<file path="src/rtl/serializer_rr_scheduler.sv">
// Round-robin front end for a shared 8-byte serializer: arbitrates four requesters,
// loads the winner's payload onto the byte lanes, forwards returned beats tagged with the owner ID.
module serializer_rr_scheduler #(
  parameter int BEATS   = 8,
  parameter int TIMEOUT = 64
) (
  input  logic         clk,
  input  logic         rst_n,
  input  logic [3:0]   req,
  input  logic [255:0] req_data,
  output logic [3:0]   ack,
  output logic [3:0]   done,
  output logic [7:0]   a_0,
  output logic [7:0]   a_1,
  output logic [7:0]   a_2,
  output logic [7:0]   a_3,
  output logic [7:0]   a_4,
  output logic [7:0]   a_5,
  output logic [7:0]   a_6,
  output logic [7:0]   a_7,
  output logic         begin_wr,
  input  logic [7:0]   dout,
  input  logic         outen,
  output logic [7:0]   out_data,
  output logic         out_valid,
  output logic [1:0]   out_id,
  output logic         timeout_err,
  output logic         busy
);

  typedef enum logic [1:0] {IDLE, START, STREAM, DONE} state_t;

  state_t     state_q, state_d;
  logic [1:0] last_grant, grant_id;
  logic [1:0] winner, scan_idx;
  logic       found;
  logic [3:0] beat_cnt;
  logic [7:0] wdog;
  logic       aborted;
  logic       beat_last, wd_last;
  logic [7:0] a_q [8];

  assign a_0 = a_q[0];
  assign a_1 = a_q[1];
  assign a_2 = a_q[2];
  assign a_3 = a_q[3];
  assign a_4 = a_q[4];
  assign a_5 = a_q[5];
  assign a_6 = a_q[6];
  assign a_7 = a_q[7];

  assign beat_last = (beat_cnt + 4'd1) == 4'(BEATS);
  assign wd_last   = (wdog + 8'd1) == 8'(TIMEOUT);

  // Scan upward from the requester after the last one served; offset 4 wraps back to it.
  always_comb begin
    winner   = last_grant;
    scan_idx = last_grant;
    found    = 1'b0;
    for (int i = 1; i <= 4; i++) begin
      scan_idx = last_grant + 2'(i);
      if (!found && req[scan_idx]) begin
        winner = scan_idx;
        found  = 1'b1;
      end
    end
  end

  always_comb begin
    state_d = state_q;
    case (state_q)
      IDLE:   if (found) state_d = START;
      START:  state_d = STREAM;
      STREAM: begin
        // A beat on the watchdog's final cycle still counts; the abort path only fires without outen.
        if (outen && beat_last)    state_d = DONE;
        else if (!outen && wd_last) state_d = DONE;
      end
      DONE:   state_d = IDLE;
      default: state_d = IDLE;
    endcase
  end

  always_ff @(posedge clk or negedge rst_n) begin
    if (!rst_n) begin
      state_q <= IDLE;
      busy    <= 1'b0;
    end else begin
      state_q <= state_d;
      busy    <= (state_d != IDLE);
    end
  end

  always_ff @(posedge clk or negedge rst_n) begin
    if (!rst_n) begin
      last_grant  <= 2'd3;
      grant_id    <= 2'd0;
      ack         <= 4'd0;
      done        <= 4'd0;
      begin_wr    <= 1'b0;
      out_data    <= 8'd0;
      out_valid   <= 1'b0;
      out_id      <= 2'd0;
      timeout_err <= 1'b0;
      beat_cnt    <= 4'd0;
      wdog        <= 8'd0;
      aborted     <= 1'b0;
      for (int k = 0; k < 8; k++) a_q[k] <= 8'd0;
    end else begin
      ack         <= 4'd0;
      done        <= 4'd0;
      begin_wr    <= 1'b0;
      out_valid   <= 1'b0;
      timeout_err <= 1'b0;
      case (state_q)
        IDLE: begin
          if (found) begin
            for (int k = 0; k < 8; k++) a_q[k] <= req_data[{winner, 3'(k), 3'b000} +: 8];
            grant_id <= winner;
            ack      <= 4'b0001 << winner;
          end
        end
        START: begin
          begin_wr <= 1'b1;
          beat_cnt <= 4'd0;
          wdog     <= 8'd0;
          aborted  <= 1'b0;
        end
        STREAM: begin
          if (outen) begin
            out_data  <= dout;
            out_valid <= 1'b1;
            out_id    <= grant_id;
            beat_cnt  <= beat_cnt + 4'd1;
            wdog      <= 8'd0;
          end else begin
            wdog <= wdog + 8'd1;
            if (wd_last) aborted <= 1'b1;
          end
        end
        DONE: begin
          done        <= 4'b0001 << grant_id;
          timeout_err <= aborted;
          last_grant  <= grant_id;
        end
        default: ;
      endcase
    end
  end

endmodule

</file>
<file path="config.mk">
export PLATFORM = sky130hd
export DESIGN_NAME = serializer_rr_scheduler
export DESIGN_NICKNAME = d
export VERILOG_FILES = /design/src/rtl/serializer_rr_scheduler.sv
export SDC_FILE = /design/constraint.sdc
export NUM_CORES = 1
export LEC_CHECK = 0
export BUFFER_PORTS_ARGS = -buffer_cell sky130_fd_sc_hd__buf_2
export CAP_MARGIN = 10
export CORE_AREA = 4 4 136 138
export CTS_BUF_LIST = sky130_fd_sc_hd__clkbuf_8
export CTS_CLUSTER_SIZE = 20
export DETAILED_ROUTE_END_ITERATION = 10
export DIE_AREA = 0 0 140 142
export PLACE_DENSITY = 0.82
export SKIP_LAST_GASP = 1
export SLEW_MARGIN = 20
export SYNTH_ARGS = -nofsm -noshare
export SYNTH_HDL_FRONTEND = slang
export SYNTH_SLANG_ARGS = --single-unit
</file>
<file path="constraint.sdc">
create_clock -name clk -period 2 [get_ports clk]
set_clock_uncertainty 0.05 [all_clocks]
set_input_delay 0.4 -clock clk [delete_from_list [all_inputs] [get_ports clk]]
set_output_delay 0.4 -clock clk [all_outputs]
set_load 0.03 [all_outputs]
</file>
==> reports/results.tsv <==
metric	value	unit
status	finished, violations left	
violations	setup timing	
avgSynthCellArea	12.1	sq um
max_slew_margin	70.2	%
ant_nets	0	
async_flop_share	100	%
r2r_cells	8	
fin_crit	2.14	ns
grt_setup_unrepaired	true	
via_count	5821	
grt-ovfl-total	0	
ios	357	
routabilityCongestion	0.856	
post-route-drc-count	0	
synthFlopType	dfrtp_1	
drt-wirelength-per-cell	19.5	microns
drt_wl_total	21.9	mm
yosys.area.top_type	dfrtp_1	
critPathRequiredTime	2.21	ns
fp.dieW	140	microns
yosys-top-cells-area	dfrtp_1 41%, mux2i_1 20%, o221ai_2 15%, nand2_1 4.6%, buf_12 3.2%	
rrSetupSlack	-0.14	ns
grt_pass1_wl	31.7	mm
cpPeakStageDelay	0.57	ns
synthDominantCellAreaShare	40.6	%
path_cells	nand2b_4, o21ai_4, a221oi_4, buf_4, buf_12, buf_12, mux2i_1, o221ai_2	
first_pass_iters	5	
synth_common_cells	129 x mux2i_1, 103 x dfrtp_1, 78 x nand2_1	
cp_data_arrival_time	2.35	ns
cp_top_family	flip-flops	
leakagePower	4.50	nW
synth_cell_types	45	
clock_latency	0.38	ns
crit_buf_inv	3	
maxSlewViolCount	0	
antenna_found_initial	5	
htree_levels	3	
syn_nets	802	
core_area	17200	sq um
path_clk_slew	0.11	ns
hp-class	in2reg	
setup_tns	-4.46	ns
fillers	1455	
final_critical_path_setup_slack	-0.138	ns
synth_most_common_cell	mux2i_1	
crit_slowest_cell	dfstp_2	
hold_viol_final	0	
floorplan.rows	48	
whs	0.193	ns
clock_path_buffers	2	
syn_area	6340	sq um
fin_crit_sh	107	%
grt_max_degree	57	
fin_nets	1168	
fmax	0.468	GHz
yosysWarnings	0	
area_delta_synth_final	44.6	%
power_density	1570	nW/um^2
synth-seq-area-share	41.5	%
dpl.hpwl	15.8	mm
grt_use_total	19.9	%
crit_type	reg2reg	
root_buffer	clkbuf_8	
numPortBuffers	356	
setup_viol	64	
initial_core_util	36.9	%
synthCells	523	
drv_cap	0	
crit_path_max_fanout	13	
fp.dieArea	19900	sq um
cp-start-kind	flip-flop	
synth_seq_cells	105	
drt_iter0_drc	216	
path_depth	8	
first_global_vias	6037	
min_delay_path_depth	2	
critPathMostFrequentCell	buf_12	
routed_via_density	5.18	
synth-edff-count	0	
tritoncts	built	
end_kind	flip-flop	
die_y	142	microns
drive_above_1_share	62.3	%
ir_drop	0.000900	V
numCtsBuffers	9	
cts.sinks	105	
worstMarginPinSlew	0.445	ns
-- layout by cell type, fill, tap and decap left out, types with 3 or more instances in the layout --
| cell | n |
|---|---|
| buf_2 | 355 |
| mux2i_1 | 69 |
| dfrtp_1 | 103 |
| mux2i_2 | 45 |
| buf_8 | 3 |
| o221ai_2 | 64 |
| xor2_1 | 3 |
| inv_6 | 3 |
| nand2b_1 | 3 |
| buf_4 | 18 |
| o2bb2ai_1 | 5 |
| buf_12 | 16 |
| nand2_1 | 77 |
| o21ai_0 | 11 |
| inv_1 | 11 |
| mux2i_4 | 15 |
| nand3_1 | 5 |
| ha_1 | 8 |
| nand2b_4 | 3 |
| nor2_1 | 14 |
| clkbuf_8 | 10 |
| mux2_2 | 11 |
| diode_2 | 4 |
-- path summary, 6_finish.rpt --
path | end | from
min in group asynchronous | begin_wr | rst_n
setup / recovery | a_3[4] | last_grant[0]
max in group asynchronous | a_3[5] | rst_n
hold reg to reg | a_6[0] | a_6[0]
hold / removal | out_data[0] | dout[0]
setup reg to reg | a_3[4] | last_grant[0]
-- kinds of logic (layout without fill, tap and decap cells) --
group	after synthesis	count (layout)	share of synthesized area [%]
buf+inv	50	421	6.77
other cells	0	4	0
fa+ha+maj	8	8	1.58
xor+xnor	5	5	0.690
compound gates	105	105	20.0
flops	105	105	41.5
simple gates	110	110	7.18
mux	140	140	22.3
-- metrics by stage --
step / instances / total power (W) / instance area (sq um) / util, % / setup slack (ns)
2_1_floorplan: 523 / 0.00986 / 6340 / - / 0.0684
3_3_place_gp: 1094 / 0.0118 / 8410 / 49.0 / -0.0765
3_5_place_dp: 1094 / 0.0120 / 8410 / 49.0 / -0.117
4_1_cts: 1116 / 0.0138 / 8770 / 51.1 / -0.0948
5_1_grt: 1123 / 0.0152 / 9170 / 53.4 / -0.247
6_report: 1123 / 0.0144 / 9170 / 53.4 / -0.138
-- routing by layer --
layer	vias to the layer above	track usage, %	routed length, microns
li1	2707	-	-
met1	2833	24.5	8400
met2	251	34.7	11600
met3	30	4.67	1470
met4	0	6.53	462
met5	-	0	0
-- where the power goes --
group | total [W] | leakage (nW) | internal (W) | switching (W)
clock network | 0.00141 | 0.109 | 0.000622 | 0.000791
logic | 0.00938 | 3.08 | 0.00400 | 0.00538
registers | 0.00359 | 1.32 | 0.00305 | 0.000540
-- final cells by class --
cell class,count,area [sq um],share of cell area (%)
diodes,4,10.0,0.109
clock buffers,10,138,1.50
clock inverters,6,65.1,0.709
inverters,10,37.5,0.409
multi-input cells,368,3690,40.2
flip-flops and latches,105,2630,28.7
well taps,225,282,3.07
repair buffers,395,2320,25.3
-- timing repair --
| action | 4_1_cts | 5_1_grt |
|---|---|---|
| cloned | 1 | 1 |
| pin swaps | 1 | 3 |
| endpoints found under the hold margin | 103 | 0 |
| resized for setup | 18 | 76 |
| setup endpoints to repair | 62 | 64 |
| hold buffers | 1 | 0 |
| buffers inserted | 4 | 3 |
Note: power is estimated with default switching activity, not from simulation.
